[src/rtl/spart_tx.sv]
// SPART transmitter: one-byte holding register feeding a 10-bit 8N1 shift register.
// Bit timing comes from brg_en, OVERSAMPLE ticks per bit.
module spart_tx #(
    parameter int unsigned OVERSAMPLE = 16
) (
    input  logic       clk,
    input  logic       rst,
    input  logic       iocs,
    input  logic       iorw,
    input  logic [1:0] ioaddr,
    input  logic [7:0] databus,
    input  logic       brg_en,
    output logic       tbr,
    output logic       tx_busy,
    output logic       txd
);

    localparam int unsigned CNT_W = (OVERSAMPLE > 1) ? $clog2(OVERSAMPLE) : 1;
    localparam logic [CNT_W-1:0] TICK_LAST = CNT_W'(OVERSAMPLE - 1);
    localparam logic [3:0]       BIT_STOP  = 4'd9;

    typedef enum logic {
        IDLE,
        SHIFT
    } state_e;

    state_e           state_q, state_d;
    logic [7:0]       hold_q, hold_d;
    logic             full_q, full_d;
    logic [9:0]       shreg_q, shreg_d;
    logic [CNT_W-1:0] tick_q, tick_d;
    logic [3:0]       bit_q, bit_d;
    logic             txd_q, txd_d;
    logic             wr_acc;
    logic             load;

    // A write can only land while the holding register is empty, so it never
    // collides with a load, which needs the holding register full.
    assign wr_acc = iocs && !iorw && (ioaddr == 2'b00) && !full_q;

    always_comb begin
        state_d = state_q;
        hold_d  = hold_q;
        full_d  = full_q;
        shreg_d = shreg_q;
        tick_d  = tick_q;
        bit_d   = bit_q;
        txd_d   = txd_q;
        load    = 1'b0;

        if (wr_acc) begin
            hold_d = databus;
            full_d = 1'b1;
        end

        unique case (state_q)
            IDLE: begin
                txd_d = 1'b1;
                if (full_q) begin
                    load = 1'b1;
                end
            end
            SHIFT: begin
                if (brg_en) begin
                    if (tick_q == TICK_LAST) begin
                        tick_d = '0;
                        if (bit_q == BIT_STOP) begin
                            if (full_q) begin
                                load = 1'b1;
                            end else begin
                                state_d = IDLE;
                                txd_d   = 1'b1;
                                bit_d   = '0;
                            end
                        end else begin
                            bit_d   = bit_q + 4'd1;
                            shreg_d = {1'b1, shreg_q[9:1]};
                            txd_d   = shreg_q[1];
                        end
                    end else begin
                        tick_d = tick_q + 1'b1;
                    end
                end
            end
            default: state_d = IDLE;
        endcase

        // Load overrides the stop-bit handling so back-to-back frames have no gap.
        if (load) begin
            state_d = SHIFT;
            shreg_d = {1'b1, hold_q, 1'b0};
            full_d  = 1'b0;
            txd_d   = 1'b0;
            tick_d  = '0;
            bit_d   = '0;
        end
    end

    always_ff @(posedge clk or posedge rst) begin
        if (rst) begin
            state_q <= IDLE;
            hold_q  <= '0;
            full_q  <= 1'b0;
            shreg_q <= '1;
            tick_q  <= '0;
            bit_q   <= '0;
            txd_q   <= 1'b1;
        end else begin
            state_q <= state_d;
            hold_q  <= hold_d;
            full_q  <= full_d;
            shreg_q <= shreg_d;
            tick_q  <= tick_d;
            bit_q   <= bit_d;
            txd_q   <= txd_d;
        end
    end

    assign tbr     = !full_q;
    assign tx_busy = (state_q == SHIFT);
    assign txd     = txd_q;

endmodule
[config.mk]
export PLATFORM = sky130hd
export DESIGN_NAME = spart_tx
export DESIGN_NICKNAME = d
export VERILOG_FILES = /design/src/rtl/spart_tx.sv
export SDC_FILE = /design/constraint.sdc
export NUM_CORES = 1
export LEC_CHECK = 0
export BUFFER_PORTS_ARGS = -buffer_cell sky130_fd_sc_hd__buf_4
export CAP_MARGIN = 0
export CORE_AREA = 2 2 58 60
export DETAILED_ROUTE_END_ITERATION = 10
export DIE_AREA = 0 0 60 62
export PLACE_DENSITY_LB_ADDON = 0.1
export SLEW_MARGIN = 20
export SYNTH_ARGS = -nofsm -noshare
export SYNTH_HDL_FRONTEND = slang
export SYNTH_SLANG_ARGS = --single-unit
[constraint.sdc]
create_clock -name clk -period 4.6 [get_ports clk]
set_clock_uncertainty 0.15 [all_clocks]
set_input_delay 0.92 -clock clk [delete_from_list [all_inputs] [get_ports clk]]
set_output_delay 0.92 -clock clk [all_outputs]
set_load 0.01 [all_outputs]
Word level (Yosys, flattened, before mapping)
Cells that the tools add are included.
Storage, ports and cells
  flip-flop bits (word level): 29
  logic and storage cells: 64
  output and inout port bits: 3
  bits of input ports: 15
Operators by class
  equality and inequality tests: 7
  multiplexer cells: 33
  bitwise logic cells: 1
  add/sub/neg operators: 2
  reduce and logical (&&, ||, !) cells: 14
Operator list (number)
  $mux 10: 5
  $mux 4: 10
  $mux 1: 16
  $add 4x1->4 const B: 2
  $eq 4x4->1 const B: 2
  $reduce_and 4->1: 2
  $reduce_bool 2->1: 4
  $ne 4x4->1 const B: 1
  $pmux 1 s2: 2
  $logic_and 1x1->1: 3
  $ne 3x1->1 const B: 1
  $ne 3x2->1 const B: 1
  $ne 3x3->1 const B: 1
  $reduce_and 3->1: 1
  $logic_not 1->1: 2
  $logic_not 2->1: 1
  $ne 2x2->1 const B: 1
  $reduce_and 2->1: 1
  $not 1->1: 1

Depth between registers and ports, before layout
  depth in word-level cells: 7
  gate-level depth with buffers: 6
  gate-level depth less buffers: 5

Least setup slack after synthesis
Ideal clock, no wire load.
  path kind: input-to-reg
  from: in iorw
  to: reg hold_q[0]
  stages on the path: 3
  buffers on the path: 0
  required time: 4.325 ns
  slack: 2.513 ns
  arrival time: 1.812 ns
  cells stage by stage: nand2b_1 > nor4_4 > mux2_2
Between the ends
  word-level cells in the longest chain between the ends: 4
RTL lines
  from (decl): line 9  | input logic iorw,
  $logic_not 1->1: line 39  | assign wr_acc = iocs && !iorw && (ioaddr == 2'b00) && !full_q;
  $logic_and 1x1->1 (3 in series): line 39
  to (signal assigned): line 110  | hold_q <= hold_d;
  to (decl): line 28  | logic [7:0] hold_q, hold_d;
Every way passes these cells.
A chain may end at the register's enable or synchronous reset.

Worst setup path after layout
  from: reg state_q, in the netlist tx_busy
  to: out tx_busy
RTL lines
  from (decl): line 27  | state_e state_q, state_d;
  from (signal assigned): line 109  | state_q <= state_d;
  to (decl): line 14  | output logic tx_busy,
No word-level cell between the ends.

==> results.toml <==
[run_status]
status = "finished, final reports clean"

[logic_synthesis]
ys_ff_latch = 27
ys_seq_area_share_pct = 52.6
yosysTopAreaCellShare_pct = 34.5
synth_top_area_cell = "dfrtp_1"
synth_fp_nets = 132
netlist_area_mm2 = 0.00131
yosysWarnings = 0
synthTopCellsByArea = "dfrtp_1 (35%), dfstp_2 (18%), mux2_2 (6.9%)"
synth_cells = 116
syn_area_per_cell_um2 = 11.3
yosysUniqueCellTypes = 32

[run]
max-cap-violations = 0

[cells_and_area]
multi_input_area_um2 = 578
num_antenna_cells = 0
fillCellCount = 305
nNetsFinal = 149
drive_gt1_share_pct = 34.8
area_delta_synth_final_pct = 14.3
final_common_cell = "dfrtp_1"
seqCellArea_um2 = 687
layout_common_cells = "dfrtp_1 (18), buf_4 (17), nand2_1 (16)"

[route]
dr.pass1.iters = 4
met1_length_mm = 1.11
routed-wl-met2_mm = 1.36
wl_per_cell_um = 14.5
vias = 971
drc_errors = 0
highest_layer = "met4"
via_per_inst = 5.46
drt_wl_total_mm = 2.59
ant_nets = 0
wl_met3_um = 66
drtIter0Drc = 68

[floorplan]
initial_core_util_pct = 41.0
ioPinCount = 18
die_y_um = 62
fp-row-count = 21
die_area_mm2 = 0.00372
die_w_um = 60
fp.coreArea_mm2 = 0.00318

[timing]
setup_slack_ps = 2350
setup-tns-final_ps = 0
max_freq_mhz = 445
fin_crit_sh_pct = 48.8
slew_headroom_pct = 35.7
slew_viol_final = 0
period_minus_slack_ps = 2250
setup-violations-final = 0
rsz0062_at_grt = "no"
tightest_slew_ps = 959
finalHoldViolCount = 0

[power_and_ir_drop]
leakage_uw = 0.000622
p_clk_share_pct = 13.9
power.net_switching_uw = 237
powerDensity_mw_per_mm2 = 506
switching_share_pct = 31.4
seqPwrFrac_pct = 58.7
combPwrFrac_pct = 27.4
power.internal_uw = 518
irDropWorstVdd_v = 0.000202

[clock_tree]
ctsRootBufferMaster = "clkbuf_4"
ctsHoldBuffers = 0
clk_pin_slew_ps = 140
cts_sinks = 27
cts_max_path_buffers = 2
htree_levels = 1
cts_tree = "done"
post_cts_buffers = 0
cts_resized = 0
clk_latency_ps = 330
tritoncts.num_buffers = 3

[critical_path]
crit_fanout = 14
critPathTopFamily = "flip-flops"
slowest_delay_ps = 640
cp.required_ps = 3530
cpMaxStageDelayCell = "dfrtp_1"
arrival_ps = 1180
cp-end-kind = "output port"
cp-start-kind = "register"
crit_buf_inv = 1
crit_type = "reg -> out"
worstPathCellList = "buf_4"

[global_routing]
grt_pass1_wl_mm = 4.40
antenna_found_initial = 0
gr-total-overflow = 0
grt_max_degree = 28
track_usage_pct = 16.0
grt_pass1_vias = 925

[hold_path]
min_path_type = "reg -> reg"

[place]
hpwl_mm = 1.84
gp_congestion = 0.795
place_ws_ps = 2200
port_buffers = 17
-- routing by layer --
metal / global-route usage (%) / vias to the layer above
met1: 20.4 / 482
met3: 1.86 / 5
met4: 7.62 / 0
met5: 0 / -
met2: 27.3 / 19
li1: - / 465
-- worst reg2reg max path, delay by kind of cell (launching register included) --
kind | cells | cell delay (ps)
and+or+nand+nor | 2 | 760
DFF | 1 | 460
AOI/OAI and AO/OA | 2 | 250
adders and majority gates | 1 | 250
-- final timing paths --
kind	start	to	slack (ps)	depth (start not counted)
setup / recovery	tx_busy	tx_busy	2350	1
hold / removal	txd	txd	340	2
setup reg to reg	tick_q[0]	bit_q[3]	2690	5
hold reg to reg	txd	txd	340	2
max in group asynchronous	rst	full_q	3340	2
min in group asynchronous	rst	bit_q[3]	520	2
-- cells in the mapped netlist (all sizes together) --
master	instances
o22ai	8
a21oi	5
buf	4
clkbuf	1
and3	1
nand2	16
nand3	6
a31o	1
nor2	5
a41oi	1
ha	1
nand2b	2
nor4	1
a311oi	2
dfstp	9
a21o	1
a31oi	3
o32a	1
a2bb2oi	7
nand4bb	1
o21ai	4
or4	1
o31ai	3
mux2	8
xnor2	1
and2b	1
inv	4
dfrtp	18
-- layout make-up --
class	instances	share of cell area, %
Tap cell	46	3.86
Inverter	4	1.01
Multi-Input combinational cell	80	38.8
Timing Repair Buffer	17	8.56
Sequential cell	27	46.1
Clock buffer	4	1.76
-- kinds of logic (layout without fill, tap and decap cells) --
kind of cell / Yosys count / count (layout) / share of synthesized area, %
fa+ha+maj: 1 / 1 / 0.959
xor+xnor: 1 / 1 / 0.671
flops: 27 / 27 / 52.6
simple gates: 34 / 34 / 14.9
compound gates: 36 / 36 / 20.9
mux: 8 / 8 / 6.90
buf+inv: 9 / 25 / 3.07
-- sequential cells by signal, summed over array words and instances (netlist names) --
register	count
hold_q	8
full_q	1
txd	1
tick_q	4
tx_busy	1
bit_q	4
shreg_q	8
-- stage by stage --
| stage | utilization [%] | cell area, um^2 | hold WS (ps) | power [uW] | std cells |
|---|---|---|---|---|---|
| detailed placement | 46.1 | 1470 | 325 | 658 | 174 |
| global placement | 46.1 | 1470 | 326 | 645 | 174 |
| floorplan | - | 1310 | 331 | 598 | 116 |
| global route | 46.9 | 1490 | 377 | 810 | 178 |
| CTS | 46.9 | 1490 | 344 | 762 | 178 |
| finish | 46.9 | 1490 | 338 | 755 | 178 |
-- power groups by stage --
stage                     logic (uW)  clock network (uW)  registers [uW]
after floorplan                  183                   0             415
after global placement           202                   0             443
after detailed placement         210                   0             448
after CTS                        210                 109             443
after global routing             234                 118             458
final                            207                 105             444
(Power assumes the default switching activity.)
